==> config.mk <==
export PLATFORM = sky130hd
export DESIGN_NAME = seg7_decoder
export DESIGN_NICKNAME = d
export VERILOG_FILES = /design/src/rtl/seg7_pkg.sv /design/src/rtl/seg7_lut.sv /design/src/rtl/seg7_decoder.sv
export SDC_FILE = /design/constraint.sdc
export NUM_CORES = 1
export LEC_CHECK = 0
export CAP_MARGIN = 20
export CORE_AREA = 2 2 39 41
export CTS_CLUSTER_SIZE = 20
export DETAILED_ROUTE_END_ITERATION = 10
export DIE_AREA = 0 0 41 43
export HOLD_SLACK_MARGIN = 0.02
export PLACE_DENSITY = 0.64
export RECOVER_POWER = 100
export SETUP_SLACK_MARGIN = 0.2
export SLEW_MARGIN = 5
export SYNTH_ARGS = -nofsm -noshare
export SYNTH_HDL_FRONTEND = slang
export SYNTH_HIERARCHICAL = 1
export SYNTH_SLANG_ARGS = --single-unit
==> constraint.sdc <==
create_clock -name clk -period 4.9 [get_ports clk]
set_input_delay 1.47 -clock clk [delete_from_list [all_inputs] [get_ports clk]]
set_output_delay 1.47 -clock clk [all_outputs]
set_load 0.03 [all_outputs]
==> src/rtl/seg7_pkg.sv <==
// Shared types and active-low segment patterns for the HEX digit decoder.
// Bit order is g..a, so bit 0 drives segment a.
package seg7_pkg;

  typedef logic [6:0] seg_t;

  localparam seg_t SEG_0   = 7'b1000000;
  localparam seg_t SEG_1   = 7'b1111001;
  localparam seg_t SEG_2   = 7'b0100100;
  localparam seg_t SEG_3   = 7'b0110000;
  localparam seg_t SEG_4   = 7'b0011001;
  localparam seg_t SEG_5   = 7'b0010010;
  localparam seg_t SEG_6   = 7'b0000010;
  localparam seg_t SEG_7   = 7'b1111000;
  localparam seg_t SEG_8   = 7'b0000000;
  localparam seg_t SEG_9   = 7'b0010000;
  localparam seg_t SEG_A   = 7'b0001000;
  localparam seg_t SEG_B   = 7'b0000011;
  localparam seg_t SEG_C   = 7'b1000110;
  localparam seg_t SEG_D   = 7'b0100001;
  localparam seg_t SEG_E   = 7'b0000110;
  localparam seg_t SEG_F   = 7'b0001110;
  localparam seg_t SEG_OFF = 7'b1111111;

  // Patterns are stored active-low; invert them for boards that light on a 1.
  function automatic seg_t seg_polarity(input seg_t seg, input bit active_low);
    return active_low ? seg : ~seg;
  endfunction

endpackage

==> src/rtl/seg7_lut.sv <==
// Combinational nibble-to-segment lookup producing the active-low pattern.
module seg7_lut
  import seg7_pkg::*;
#(
  parameter bit HEX_MODE = 1'b1
) (
  input  logic [3:0] bcd,
  output seg_t       seg
);

  // Letter codes collapse to blank when the digit is decimal-only.
  always_comb begin
    seg = SEG_OFF;
    case (bcd)
      4'd0:    seg = SEG_0;
      4'd1:    seg = SEG_1;
      4'd2:    seg = SEG_2;
      4'd3:    seg = SEG_3;
      4'd4:    seg = SEG_4;
      4'd5:    seg = SEG_5;
      4'd6:    seg = SEG_6;
      4'd7:    seg = SEG_7;
      4'd8:    seg = SEG_8;
      4'd9:    seg = SEG_9;
      4'd10:   seg = HEX_MODE ? SEG_A : SEG_OFF;
      4'd11:   seg = HEX_MODE ? SEG_B : SEG_OFF;
      4'd12:   seg = HEX_MODE ? SEG_C : SEG_OFF;
      4'd13:   seg = HEX_MODE ? SEG_D : SEG_OFF;
      4'd14:   seg = HEX_MODE ? SEG_E : SEG_OFF;
      4'd15:   seg = HEX_MODE ? SEG_F : SEG_OFF;
      default: seg = SEG_OFF;
    endcase
  end

endmodule

==> src/rtl/seg7_decoder.sv <==
// Registered 7-segment decoder for one HEX digit, with blanking and
// selectable output polarity; one cycle from bcd/blank to leds.
module seg7_decoder
  import seg7_pkg::*;
#(
  parameter bit ACTIVE_LOW = 1'b1,
  parameter bit HEX_MODE   = 1'b1
) (
  input  logic       clk,
  input  logic       reset,
  input  logic [3:0] bcd,
  input  logic       blank,
  output logic [6:0] leds
);

  seg_t lut_s;
  seg_t next_s;
  seg_t leds_r;

  seg7_lut #(
    .HEX_MODE(HEX_MODE)
  ) u_lut (
    .bcd(bcd),
    .seg(lut_s)
  );

  // Blanking is applied in active-low form before the polarity flip.
  always_comb begin
    next_s = seg_polarity(SEG_OFF, ACTIVE_LOW);
    if (blank) begin
      next_s = seg_polarity(SEG_OFF, ACTIVE_LOW);
    end else begin
      next_s = seg_polarity(lut_s, ACTIVE_LOW);
    end
  end

  // Output register; reset takes priority and shows a dark digit.
  always_ff @(posedge clk) begin
    if (reset) begin
      leds_r <= seg_polarity(SEG_OFF, ACTIVE_LOW);
    end else begin
      leds_r <= next_s;
    end
  end

  assign leds = leds_r;

endmodule

# Yosys cells after proc, flatten, opt, wreduce, memory -nomap -nowiden
# Memories as Yosys holds them, arrays and structs flattened. A register that Yosys moved wholly into a read port is not among the register bits.
# Cells that the tools add are included.
[classes] n_reduce_logical=1
[ops] operator="$reduce_or A2 Y1" count=1
[totals] register_bits=0 rom_bits=112 input_bits=7 out_inout_bits=7 mem_count=1
[mem_list] memory="(no name shown)" words=16 width=7 read_ports=1 rd_clocked_by_memory_dff=1 wr=0 line_no="seg7_lut.sv:14" rtl="case (bcd)"

# Logic depth before layout (Yosys ltp)
# Gate-level depths: netlist of the first run.
[logic_depth] depth_word=1 ltp_mapped=6 ltp_nobuf=6

# By module
# The synthesis of the first run kept the hierarchy.
[by_module_without_submodules] module="seg7_lut" instances=1 cells_each=32 area_each_um2=275.3 seq_area_each_um2=0.0
[by_module_without_submodules] module="seg7_decoder" instances=1 cells_each=14 area_each_um2=183.9 seq_area_each_um2=140.1

# Least setup slack after synthesis of the first run
# No wires, ideal clock.
[synth_timing] kind="input-to-reg" start="input port bcd[1]" end="register leds_r[3] (netlist: leds[3])" setup_time_ns=0.127 arrival_time_ns=2.581 required_ns=4.773 slack_ns=2.192 stages=5 n_path_buf=0 path_cell_list="inv_1 -> ha_1 -> inv_1 -> mux4_1 -> or3_1"
[synth_lines] item="from (decl)" line_no="seg7_decoder.sv:11" rtl="input logic [3:0] bcd,"
[synth_lines] item="to (decl)" line_no="seg7_decoder.sv:18" rtl="seg_t leds_r;"

==> results of run 1 <==
[worst max-delay path, stage by stage]
cell and delay [ns]:
dlygate4sd3_1 0.67, inv_1 0.14, ha_1 0.30, inv_1 0.04, mux4_1 0.47, or3_1 0.31
[through the flow]
step	area (sq um)	instances	power, mW
2_1_floorplan	459	46	0.0870
3_3_place_gp	593	73	0.102
3_5_place_dp	593	73	0.102
4_1_cts	619	77	0.154
5_1_grt	619	77	0.158
6_report	619	77	0.149
[cell type report]
type	instances	area, sq um
Sequential cell	7	140
Timing Repair Buffer	13	130
Inverter	3	11.3
Fill cell	145	764
Tap cell	16	20.0
Multi-Input combinational cell	34	292
Clock buffer	4	26.3
[report_power, final]
group | switching (mW) | internal [mW] | total (mW)
Sequential | 0.000567 | 0.0605 | 0.0610
Combinational | 0.0202 | 0.0181 | 0.0383
Clock | 0.0189 | 0.0309 | 0.0498
[per-layer routing]
layer,wire length (um),vias to the layer above,GRT usage (%)
met5,0,-,0
met1,336,141,11.1
li1,-,193,-
met3,67,2,2.09
met4,13,0,12.0
met2,353,13,14.4
[cell usage after synthesis (all sizes together)]
cell type  count  area [sq um]
a32o           1          10.0
buf            2          16.3
nand2          1          3.75
mux2i          4          40.0
ha             7          87.6
mux2           1          11.3
dfxtp          7           140
nor2           5          18.8
mux4           1          26.3
a22o           2          17.5
or3b           1          8.76
a21oi          1          5.00
inv            3          11.3
and2b          1          8.76
or3            7          43.8
o21ai          2          10.0
[cells in the final DEF, fill, tap and decap left out]
master	synthesis	layout
or3_1	7	7
clkdlybuf4s50_1	0	4
nor2_1	5	5
o21ai_0	2	2
ha_1	7	7
dfxtp_1	7	7
a22o_1	2	2
or3b_1	1	1
clkbuf_1	0	1
mux2_2	1	1
a21oi_1	1	1
and2b_2	1	1
clkbuf_4	0	3
a32o_1	1	1
nand2_1	1	1
inv_1	3	3
mux2i_1	4	4
dlygate4sd3_1	0	9
mux4_1	1	1
[cells by family after synthesis]
group | after synthesis | synth area share (%)
buf+inv | 5 | 5.99
compound gates | 6 | 9.26
mux | 6 | 16.9
fa+ha+maj | 7 | 19.1
flops | 7 | 30.5
simple gates | 15 | 18.3
[final timing paths]
check,startpoint,to,slack (ns),cells past startpoint
min,blank,leds[1],1.93,2
max,bcd[0],leds[3],1.63,6
==> results.md, run 1 <==
- Subtracting the final worst setup slack from the clock period gives ~3.3 ns.
- STA classifies the critical path endpoint as a register.
- The first global-routing pass estimated about 1200 um of wire.
- Cells with a size suffix above 1 make up 8.20% of the layout.
- The area enclosed by the die boundary is 1760 sq um.
- TritonCTS built the clock tree.
- The number of pins exceeding their max-slew limit in the final report is 0.
- In this run, post-CTS repair resized a total of 0 instances.
- Using the TritonRoute via totals, the vias-per-cell ratio works out to 4.53.
- After synthesis the cells add up to around 460 sq um.
- The number of nets at the end of the flow is 76.
- The worst path arrival time is 3.39 ns.
- The post-synthesis cell count is 46.
- The number of hold buffers added after CTS was 0.
- The clock-pin slew reported for the worst setup and hold paths after clock tree synthesis is approximately 0.05 ns.
- After global routing the overflow that remains totals 0.
- In this run the remaining antenna-violating nets after routing total 0.
- Data on the critical path is required at its endpoint by around 5.0 ns.
- The part of the Yosys area used for sequential elements is a little under a third.
- In this run the static leakage power is about 0.27 nW.
- In this run the tightest slew margin relative to its limit is between 60 and 70%.
- The number of design-rule violations left by the first detailed-router iteration is 7.
- The kind of path behind the tightest hold check is in2reg.
- No sink is reached through more buffers than the 2 on the longest clock path.
- The number of warning messages in the yosys log is 6.
- The CTS sink count is 7.
- The initial antenna violation count came to 0.
- The worst ir drop on vdd is about 0.000055 V.
- Measured along the y axis, the die boundary spans 43 um.
- The average footprint of a synthesized cell is ~10 sq um.
- After floorplanning, the core was divided into 14 placement rows.
- The via count of the first global-routing pass was roughly 290.
- The final hold violation count came to 0.
- Input and output buffers added on the ports amount to 13.
- The initial core utilization is ~33%.
- Based on the critical path, the design can be clocked at up to ~0.31 GHz.
- The sum of routed wire length over all layers is a little under 800 um.
- The total CTS buffers is 3.
- After detailed routing, the average wire length per cell comes to 10.0 um.
- The post-DP HPWL is between 500 and 600 um.
- From synthesis to final layout, the design area changed by 34.9%.
- Setup violations remaining at the end of the flow were counted as 0.
- The post-synth net total is 60.
- Entering global routing, the biggest net connects 13 pins.
- Dividing the final minimum period by the clock period gives between 60% and 70%.
- The flip-flop count of the largest register, all copies and words added is 7.
- The worst slack after detailed placement is between 1 and 1.5 ns.
- The max-capacitance violation count is 0.
- The flow ran to the end, and the final reports show no timing, DRC or antenna violations.
- The total routing usage reported by global routing is roughly a tenth.
- The cell at the root of the clock tree is clkbuf_4.
- Hold timing on the final database bottoms out at a slack of ~1.9 ns.
- The final core utilization is between 40% and 50%.
- Setup repair after global routing left no endpoint under its margin.
- After clock tree synthesis, the setup repair step added 0 buffers.
- At the end of routability-driven placement, the weighted congestion stood at 0.713.
- The transition at the pin with the smallest max-transition slack is between 0.5 and 0.6 ns.
- The worst-case setup margin in the final layout is 1.63 ns.
- Adding up every negative setup slack in the final design gives 0 ns.
- The die width is 41 um.
- The number of H-tree branching levels is 1.
- The startpoint type of the worst setup path is an input pin.
- For this run, design rule violations remaining after detail routing come to 0.
- The antenna diode instance count is 0.
- The area of the core is ~1400 sq um.
- The number of distinct standard cells referenced by the synthesized netlist is 17.
- After synthesis the netlist holds a flip-flop and latch count of 7.
- The total number of vias is between 300 and 400.
- For this run, the detailed router's first-pass iteration total came to 3.
- During I/O placement, the number of pins put on the boundary was 14.
- Of all nets on the critical path, the largest fanout is 7.
- The power per standard cell area is roughly 240 nW/um^2.
- The classification of the worst setup path is in2reg.
No activity file was read; power rests on OpenSTA's default activity.
==> run 2: changes to the inputs <==
==> constraint.sdc (replaced) <==
create_clock -name clk -period 3.1 [get_ports clk]
set_input_delay 0.93 -clock clk [delete_from_list [all_inputs] [get_ports clk]]
set_output_delay 0.93 -clock clk [all_outputs]
set_load 0.03 [all_outputs]
==> results.md, run 2 (synthesis results as in run 1) <==
- The pin count of the biggest net entering global routing came to 12 (-1).
- The required arrival time at the worst endpoint is 3.22 ns (-1.80 ns).
- The number of nets at the end of the flow is 78 (+2.6%).
- The worst ir drop on vdd was 0.0000956 V (+74%).
- The switching power summed over all nets is 0.0635 mW (+60%).
- Walking the worst path, the cells encountered are dlygate4sd3_1 > inv_1 > ha_1 > inv_1 > mux4_1 > or3_1.
- The switching share of total power came to 26.7% (+0.098 points).
- The number of design-rule violations left by the first detailed-router iteration was 7 (unchanged).
- The footprint of the flip-flops and latches is 140 sq um (unchanged).
- The number of H-tree branching levels is 1 (unchanged).
- The CTS sink count is 7 (unchanged).
- The vias per cell is 4.61 (+1.7%).
- The number of nets still failing antenna checks after routing came to 0 (unchanged).
- The most critical setup path has its endpoint at leds[3].
- STA classifies the critical path endpoint as a register.
- The count of cell instances traversed by the critical path is 6 (unchanged).
- The via count of the first global-routing pass is 338 (+17%).
- The number of standard-cell rows in the floorplan was 14 (unchanged).
- The shortest period the worst path allows is 2.65 ns.
- The number of top-level design ports is 14 (unchanged).
- The flip-flop count of the largest register, all copies and words added is 7 (unchanged).
- The critical path is of the in2reg type.
- The cell count after placement is 75 (+2.7%).
- The area enclosed by the die boundary is 1760 sq um (unchanged).
- The initial antenna violation count was 0 (unchanged).
- The cell at the root of the clock tree is clkbuf_4.
- From synthesis to final layout, the design area changed by 38.1%.
- The leakage component of the power was 0.276 nW (+3.5%).
- The fraction of power consumed by the clock network is 33.3% (about the same).
- The clock-pin slew reported for the worst setup and hold paths after clock tree synthesis is 0.05 ns (about the same).
- The worst slack after detailed placement is 0.240 ns (-1.22 ns).
- The max-capacitance violation count is 0 (unchanged).
- The transition at the pin with the smallest max-transition slack is 0.340 ns (-0.161 ns).
- The dominant cell type by count on the critical path is inv_1.
- The wire length of the first global-routing pass is 1360 um (+18%).
- The CTS tree is yes.
- The total routing usage reported by global routing is 11.6% (+1.3 points).
- The post-CTS setup repair buffer count came to 0 (unchanged).
- The number of pins exceeding their max-slew limit in the final report came to 0 (unchanged).
- The power per standard cell area is 376 nW/um^2 (+56%).
- The final hold violation count is 0 (unchanged).
- The slowest stage of the critical path belongs to the cell dlygate4sd3_1.
- The highest attainable clock frequency is between 0.3 and 0.4 GHz.
- The worst-case setup margin in the final layout came to 0.446 ns (-1.18 ns).
- The number of buffers and inverters on the critical path was 3 (unchanged).
- The final worst-path cycle share is around 86%.
- The remaining max-slew budget at the tightest pin is 77.3% (+11 points).
- The count of instances resized after the clock tree is built is 0 (unchanged).
- The number of non-filler instances in the completed layout is 79 (+2.6%).
- The routed length per instance is 10.0 um (+0.25%).
- The floorplan die height is 43 um (unchanged).
- The layout filler cell count is 155 (+6.9%).
- The part of the power in combinational logic is 26.2% (+0.5 points).
- The worst hold slack was 1.39 ns (-0.542 ns).
- The flow ran to the end, and the final reports show no timing, DRC or antenna violations.
- The total grt overflow came to 0 (unchanged).
- The post-DP HPWL is 659 um (+14%).
- The cell type group with the largest total delay on the critical path is buffers and inverters.
- The total of hold buffers inserted after clock tree synthesis is 0 (unchanged).
- The placed standard-cell area is 608 sq um (+2.5%).
- Setup repair after global routing left no endpoint under its margin.
- The number of setup violations in the final report is 0 (unchanged).
- The area of the multi-input gates came to 292 sq um (unchanged).
- Leaving out fill and tap cells, the most frequent cells in the layout are dlygate4sd3_1 (8), or3_1 (7), dfxtp_1 (7), ha_1 (7).
- The setup total negative slack is 0 ns (unchanged).
- The largest incremental delay on the critical path is 0.61 ns (-0.06 ns).
- The sum of routed wire length over all layers is 792 um (+2.9%).
- The number of buffers inserted by port buffering is 13 (unchanged).
- The maximum buffer depth of the clock tree is 2 (unchanged).
- The area of the core is 1380 sq um (unchanged).
- The count of unresolved DRC violations after routing was 0 (unchanged).
- The worst hold path belongs to the class in2reg.
- The number of iterations in the first detailed-routing pass is 2 (-1).
- The sequential group share of total power is 40.5% (-0.4 points).
- The startpoint type of the worst setup path is an input pin.
- The internal cell power is 0.175 mW (+60%).
- The initial core utilization came to 33.2% (unchanged).
- The routability-driven placement congestion ratio came to 0.697 (-2.2%).
- The die width is 41 um (unchanged).
- The worst path arrival time is 2.78 ns (-0.61 ns).
- The total number of vias is 364 (+4.3%).
- The library cell used most frequently in the layout, excluding fill and tap cells, is dlygate4sd3_1.
- The ratio of cells with drive above 1 in the final layout is 11.1% (+2.9 points).
- The antenna diode instance count is 0 (unchanged).
- The maximum fanout along the worst path is 5 (-2).
- The critical path launch point is bcd[1].
- The total CTS buffers came to 3 (unchanged).
- The total non-filler cell area in the finished layout came to 634 sq um (+2.4%).
[run 2: routing by layer]
metal / wire length, um / GRT usage (%) / share of wire (%) / vias to the layer above
li1: - / - / - / 195
met1: 324 / 13.3 / 41 / 156
met2: 413 / 17.5 / 52 / 13
met3: 55 / 1.57 / 6.9 / 0
met4: 0 / 10.0 / 0 / 0
met5: 0 / 0 / 0 / -
[run 2: worst min-delay path by stage]
stage,from,to,depth (start not counted)
2_1_floorplan,reset,leds[2],1
3_3_place_gp,reset,leds[3],2
3_5_place_dp,blank,leds[0],2
4_1_cts,blank,leds[5],2
5_1_grt,blank,leds[4],2
6_report,blank,leds[5],2
[run 2: layout make-up]
cell class,instances,area share (%)
clock buffer,4,4.14
inverter,3,1.78
multi-input combinational,34,46.0
sequential,7,22.1
tap,16,3.16
timing repair buffer,15,22.9
[run 2: power by group through the flow]
| stage | registers, mW | clock network [mW] | logic (mW) |
|---|---|---|---|
| 6_report | 0.0966 | 0.0794 | 0.0625 |
| 5_1_grt | 0.0970 | 0.0873 | 0.0700 |
| 4_1_cts | 0.0969 | 0.0840 | 0.0655 |
| 3_5_place_dp | 0.0987 | 0 | 0.0653 |
| 3_3_place_gp | 0.0984 | 0 | 0.0648 |
| 2_1_floorplan | 0.110 | 0 | 0.0277 |
[run 2: metrics by stage]
| step | power [mW] | util, % |
|---|---|---|
| 4_1_cts | 0.246 | 45.8 |
| 6_report | 0.238 | 45.8 |
| 3_5_place_dp | 0.164 | 43.9 |
| 5_1_grt | 0.254 | 45.8 |
| 3_3_place_gp | 0.163 | 43.9 |
| 2_1_floorplan | 0.137 | - |
==> run 3: changes to the inputs <==
--- a/config.mk
+++ b/config.mk
@@ -10,7 +10,6 @@
 export CTS_CLUSTER_SIZE = 20
 export DETAILED_ROUTE_END_ITERATION = 10
 export DIE_AREA = 0 0 41 43
-export HOLD_SLACK_MARGIN = 0.02
 export PLACE_DENSITY = 0.64
 export RECOVER_POWER = 100
 export SETUP_SLACK_MARGIN = 0.2
==> results of run 3 <==
The final DEF is identical to that of run 2; final timing and power are the same.
